[config.mk]
export PLATFORM = sky130hd
export DESIGN_NAME = multicycle_datapath
export DESIGN_NICKNAME = d
export VERILOG_FILES = /design/src/rtl/multicycle_datapath.sv
export SDC_FILE = /design/constraint.sdc
export NUM_CORES = 1
export LEC_CHECK = 0
export BUFFER_PORTS_ARGS = -buffer_cell sky130_fd_sc_hd__buf_4
export CORE_MARGIN = 4
export CORE_UTILIZATION = 63
export DETAILED_ROUTE_END_ITERATION = 16
export PLACE_DENSITY = 0.79
export SLEW_MARGIN = 15
export SYNTH_ARGS = -nofsm -noshare
export SYNTH_HDL_FRONTEND = slang
export SYNTH_SLANG_ARGS = --single-unit
[constraint.sdc]
create_clock -name clock -period 3.1 [get_ports clock]
set_clock_uncertainty 0.2 [all_clocks]
set_input_delay 0.155 -clock clock [delete_from_list [all_inputs] [get_ports clock]]
set_output_delay 0.155 -clock clock [all_outputs]
set_load 0.02 [all_outputs]
[src/rtl/multicycle_datapath.sv]
// Multi-cycle 16-bit-instruction datapath: FETCH/DECODE/EXECUTE/WRITEBACK sequencer
// with PC, IR, 16-entry register file, immediate extension, ALU and registered PSR.
module multicycle_datapath #(
  parameter int unsigned           DATA_WIDTH = 16,
  parameter int unsigned           ADDR_WIDTH = 16,
  parameter logic [ADDR_WIDTH-1:0] RESET_PC   = '0
) (
  input  logic                  clock,
  input  logic                  reset,
  output logic [ADDR_WIDTH-1:0] mem_addr,
  output logic                  mem_req,
  input  logic                  mem_ready,
  input  logic [15:0]           mem_rdata,
  output logic [ADDR_WIDTH-1:0] pc,
  output logic [15:0]           psr,
  output logic [1:0]            state,
  input  logic [3:0]            dbg_reg_addr,
  output logic [DATA_WIDTH-1:0] dbg_reg_data
);

  localparam logic [1:0] S_FETCH  = 2'b00;
  localparam logic [1:0] S_DECODE = 2'b01;
  localparam logic [1:0] S_EXEC   = 2'b10;
  localparam logic [1:0] S_WB     = 2'b11;

  localparam logic [3:0] OP_AND = 4'h1;
  localparam logic [3:0] OP_OR  = 4'h2;
  localparam logic [3:0] OP_XOR = 4'h3;
  localparam logic [3:0] OP_ADD = 4'h5;
  localparam logic [3:0] OP_SUB = 4'h9;
  localparam logic [3:0] OP_CMP = 4'hB;
  localparam logic [3:0] OP_MOV = 4'hD;

  localparam int unsigned FLAG_C = 0;
  localparam int unsigned FLAG_L = 2;
  localparam int unsigned FLAG_F = 5;
  localparam int unsigned FLAG_Z = 6;
  localparam int unsigned FLAG_N = 7;
  localparam int unsigned MSB    = DATA_WIDTH - 1;

  logic [1:0]            state_q, state_d;
  logic [ADDR_WIDTH-1:0] pc_q, pc_d;
  logic [15:0]           ir_q, ir_d;
  logic [15:0]           psr_q, psr_d;
  logic [15:0]           psr_nxt_q, psr_nxt_d;
  logic [DATA_WIDTH-1:0] a_q, a_d, b_q, b_d, res_q, res_d;
  logic                  mem_req_q, mem_req_d;
  logic [DATA_WIDTH-1:0] rf_q [16];
  logic                  rf_we;

  logic [3:0]            opcode, rdest, rsrc, code;
  logic                  is_rr, op_valid, sext, wr_en;
  logic [DATA_WIDTH-1:0] imm_ext;

  // Register-register ops carry their code in opext; immediate ops in the opcode.
  always_comb begin : decode
    opcode   = ir_q[15:12];
    rdest    = ir_q[11:8];
    rsrc     = ir_q[3:0];
    is_rr    = (opcode == 4'h0);
    code     = is_rr ? ir_q[7:4] : opcode;
    op_valid = 1'b0;
    sext     = 1'b0;
    case (code)
      OP_ADD, OP_SUB, OP_CMP, OP_MOV: begin
        op_valid = 1'b1;
        sext     = 1'b1;
      end
      OP_AND, OP_OR, OP_XOR: op_valid = 1'b1;
      default: ;
    endcase
    wr_en   = op_valid && (code != OP_CMP);
    imm_ext = sext ? {{(DATA_WIDTH-8){ir_q[7]}}, ir_q[7:0]} : DATA_WIDTH'(ir_q[7:0]);
  end

  logic [DATA_WIDTH:0]   sum_ext;
  logic [DATA_WIDTH-1:0] diff, alu_res;
  logic [15:0]           flags;

  // ALU result and next PSR; undefined codes leave the PSR untouched.
  always_comb begin : alu
    sum_ext = {1'b0, a_q} + {1'b0, b_q};
    diff    = a_q - b_q;
    alu_res = a_q;
    flags   = psr_q;
    case (code)
      OP_ADD: begin
        alu_res        = sum_ext[MSB:0];
        flags[FLAG_C]  = sum_ext[DATA_WIDTH];
        flags[FLAG_F]  = (a_q[MSB] == b_q[MSB]) && (sum_ext[MSB] != a_q[MSB]);
      end
      OP_SUB: begin
        alu_res        = diff;
        flags[FLAG_C]  = (a_q < b_q);
        flags[FLAG_F]  = (a_q[MSB] != b_q[MSB]) && (diff[MSB] != a_q[MSB]);
      end
      OP_AND: alu_res = a_q & b_q;
      OP_OR:  alu_res = a_q | b_q;
      OP_XOR: alu_res = a_q ^ b_q;
      OP_MOV: alu_res = b_q;
      OP_CMP: begin
        flags[FLAG_Z] = (a_q == b_q);
        flags[FLAG_L] = (a_q < b_q);
        flags[FLAG_N] = ($signed(a_q) < $signed(b_q));
      end
      default: ;
    endcase
  end

  always_comb begin : fsm_next
    state_d   = state_q;
    pc_d      = pc_q;
    ir_d      = ir_q;
    a_d       = a_q;
    b_d       = b_q;
    res_d     = res_q;
    psr_d     = psr_q;
    psr_nxt_d = psr_nxt_q;
    rf_we     = 1'b0;
    case (state_q)
      S_FETCH: begin
        if (mem_req_q && mem_ready) begin
          ir_d    = mem_rdata;
          state_d = S_DECODE;
        end
      end
      S_DECODE: begin
        a_d     = rf_q[rdest];
        b_d     = is_rr ? rf_q[rsrc] : imm_ext;
        state_d = S_EXEC;
      end
      S_EXEC: begin
        res_d     = alu_res;
        psr_nxt_d = flags;
        state_d   = S_WB;
      end
      default: begin
        rf_we   = wr_en;
        psr_d   = psr_nxt_q;
        pc_d    = pc_q + ADDR_WIDTH'(1);
        state_d = S_FETCH;
      end
    endcase
    mem_req_d = (state_d == S_FETCH);
  end

  always_ff @(posedge clock or negedge reset) begin
    if (!reset) begin
      state_q   <= S_FETCH;
      pc_q      <= RESET_PC;
      ir_q      <= '0;
      psr_q     <= '0;
      psr_nxt_q <= '0;
      a_q       <= '0;
      b_q       <= '0;
      res_q     <= '0;
      mem_req_q <= 1'b0;
      for (int i = 0; i < 16; i++) rf_q[i] <= '0;
    end else begin
      state_q   <= state_d;
      pc_q      <= pc_d;
      ir_q      <= ir_d;
      psr_q     <= psr_d;
      psr_nxt_q <= psr_nxt_d;
      a_q       <= a_d;
      b_q       <= b_d;
      res_q     <= res_d;
      mem_req_q <= mem_req_d;
      if (rf_we) rf_q[rdest] <= res_q;
    end
  end

  assign mem_addr     = pc_q;
  assign mem_req      = mem_req_q;
  assign pc           = pc_q;
  assign psr          = psr_q;
  assign state        = state_q;
  assign dbg_reg_data = rf_q[dbg_reg_addr];

endmodule

==> summary.txt <==
Final period util: 97.1%
CTS sink cnt: 371
Mapped Nets: 1,780
Post-synth EDFFs: 0
CTS tree: done
Final Max Tran Viols: 0
fin util: 72.7%
Max clock buf depth: 3
cts bufs inserted: 42
vias in the first global route: 16,900
Synth top area share: 40.6%
Critical Path End Type: register
largest cells by area after synthesis: dfrtp_1 (41%), mux4_2 (23%), mux2_2 (15%)
hold crit path type: in -> reg
Switch Pwr: 10,200 uW
dpl cells: 2,176
Final Setup Violations: 0
Sw Ratio: 40.0%
ANT nets after route: 0
maximum vdd ir drop: 0.801 mV
Critical Path AT: 3.26 ns
DRC Markers: 0
# IOs: 90
maximum clock frequency: 0.332 GHz
initial antenna violation count: 1
CTS H-tree depth: 2
Clk pwr share: 20.4%
first-pass GRT wire length: 100 mm
Cell Int Power: 15,300 uW
DR pass1 iterations: 7
leak pwr: 0.0114 uW
CTS clk-pin slew, worst paths: 0.06 ns
Clock Latency Late Sink: 0.57 ns
library cells used by synthesis: 82
final cell count without fillers: 2,273
P&R area growth vs syn: 13.4%
worst hold margin: 0.171 ns
wire per inst: 28.4 um
CORE AREA: 35,700 um2
cell area after synthesis: 22,800 um2
Main synth FF type: dfrtp_1
GRT overflow: 0
Syn Area/Cell: 13.5 um2
Synth warnings: 0
Die Area: 39,400 um2
DR iter-0 viols: 1,895
sequential share of power: 34.4%
Die X: 198 um
outcome: finished clean
worst slew pin tran: 0.979 ns
count of input and output buffers: 89
endpoints failing hold: 0
via count: 16,400
Async SR Flop Fraction: 100%
Comb power frac: 45.1%
Setup CP Type: reg -> reg
post-DR vias/cell: 7.21
Synth area leader: dfrtp_1
Worst EP required: 3.35 ns
Startpoint Class: register
Initial Util: 64.1%
Net count, final: 1,862
final wirelength: 64.6 mm
fin crit period: 3.01 ns
Total GRT Usage: 33.5%
DIE HEIGHT: 198 um
share of layout cells above drive strength 1: 45.3%
final RePlAce weighted congestion: 0.937
power per cell area: 983 nW/um2
max cap viols: 0
largest net degree at the start of global routing: 82
Post-Syn Instances: 1,698
relative slew slack: 34.6%
# rows: 69
placed wire-length estimate: 43.2 mm
Seq cells post-synth: 371
Root Driver: clkbuf_16
CP Max Fanout: 5
register area share after synthesis: 40.6%
==> layer usage <==
| metal | vias up | GRT usage [%] | share of wire (%) |
|---|---|---|---|
| met2 | 1002 | 53.0 | 49 |
| met5 | - | 0 | 0.020 |
| li1 | 6682 | - | - |
| met3 | 205 | 7.23 | 8.6 |
| met4 | 2 | 14.7 | 4.5 |
| met1 | 8507 | 45.7 | 38 |
==> power groups by stage <==
| stage | combinational [uW] | sequential, uW | clock (uW) |
|---|---|---|---|
| 2_1_floorplan | 8340 | 7630 | 0 |
| 3_3_place_gp | 11000 | 8490 | 0 |
| 3_5_place_dp | 11200 | 8700 | 0 |
| 4_1_cts | 11300 | 8660 | 5260 |
| 5_1_grt | 12200 | 9000 | 5460 |
| 6_report | 11500 | 8770 | 5210 |
==> registers in the layout, summed over array words and instances (netlist names) <==
register,count
state,2
ir_q,16
b_q,16
mem_req,1
a_q,16
rf_q,256
psr,16
psr_nxt_q,16
res_q,16
mem_addr,16
==> cells by family after synthesis <==
group	synth area share [%]
AOI/OAI and AO/OA	7.26
xor gates and xnor gates	0.613
adders and majority gates	3.30
buffers and inverters	4.61
DFF	40.6
muxes	38.4
and+or+nand+nor	5.20
==> stage by stage <==
step / total power (uW) / setup TNS [ns] / setup WS, ns / area, um2
floorplan: 16000 / 0 / 0.370 / 22800
global placement: 19500 / 0 / 0.125 / 24200
detailed placement: 19900 / 0 / 0.0500 / 24200
CTS: 25200 / 0 / 0.0419 / 25900
global route: 26700 / -0.0670 / -0.0322 / 25900
finish: 25500 / 0 / 0.0901 / 25900
==> cell usage after synthesis, drive strengths merged (6+ instances only) <==
library cell and number:
nand3 19, mux2i 17, ha 57, nor2 71
nor3 19, o221ai 11, a211oi 9, xnor2 11
a221o 8, a221oi 11, mux2 299, nand2b 8
nand4 9, clkbuf 75, nor2b 6, nand2 69
o2111ai 6, inv 60, buf 89, o21ai 52
a31oi 10, o21bai 7, mux4 232, dfrtp 371
o211ai 12, and3 8, o31ai 7, a21oi 59
==> path summary, 6_finish.rpt <==
check                                   start            to  slack [ns]  cells after the start
worst min-delay path            mem_rdata[10]      ir_q[10]        0.17                      3
worst max register to register         a_q[6]     res_q[15]        0.09                     10
max in group asynchronous               reset  mem_addr[15]        1.24                      4
worst max-delay path                   a_q[6]     res_q[15]        0.09                     10
worst min register to register   psr_nxt_q[7]  psr_nxt_q[7]        0.29                      1
min in group asynchronous               reset   mem_addr[7]        0.52                      3
==> critical path: stages, from the launching register on <==
cell and delay (ns):
dfrtp_1 0.39, inv_1 0.10, ha_1 0.39, inv_1 0.12, a2111oi_2 0.42, a211oi_1 0.17
buf_4 0.18, o31ai_2 0.34, a21oi_2 0.13, a2111oi_2 0.36, nor3_1 0.10
==> final cells by class <==
cell class              count  area, um2
well taps                 461        577
diodes                      1       2.50
inverters                  60        225
multi-input cells        1103      12600
repair buffers            202       1800
clock buffers              64       1270
flip-flops and latches    371       9300
clock inverters            11        165
fillers                  2249       9750
==> repair_timing <==
item | 4_1_cts | 5_1_grt
gates resized for setup | 0 | 12
endpoints found under the setup margin | 0 | 10
buffers inserted | 0 | 1
hold endpoints to repair | 277 | 0
hold buffers | 20 | 0
==> placed cells by master, fill, tap and decap left out, drive strengths merged, types with 20 or more instances in the layout <==
master,synthesis,final
a21oi,59,59
o21ai,52,52
mux4,232,232
nor2,71,71
clkbuf,75,64
dfrtp,371,371
inv,60,61
mux2,299,299
dlygate4sd3,0,20
ha,57,57
nand2,69,69
buf,89,182
(Power assumes the default switching activity.)
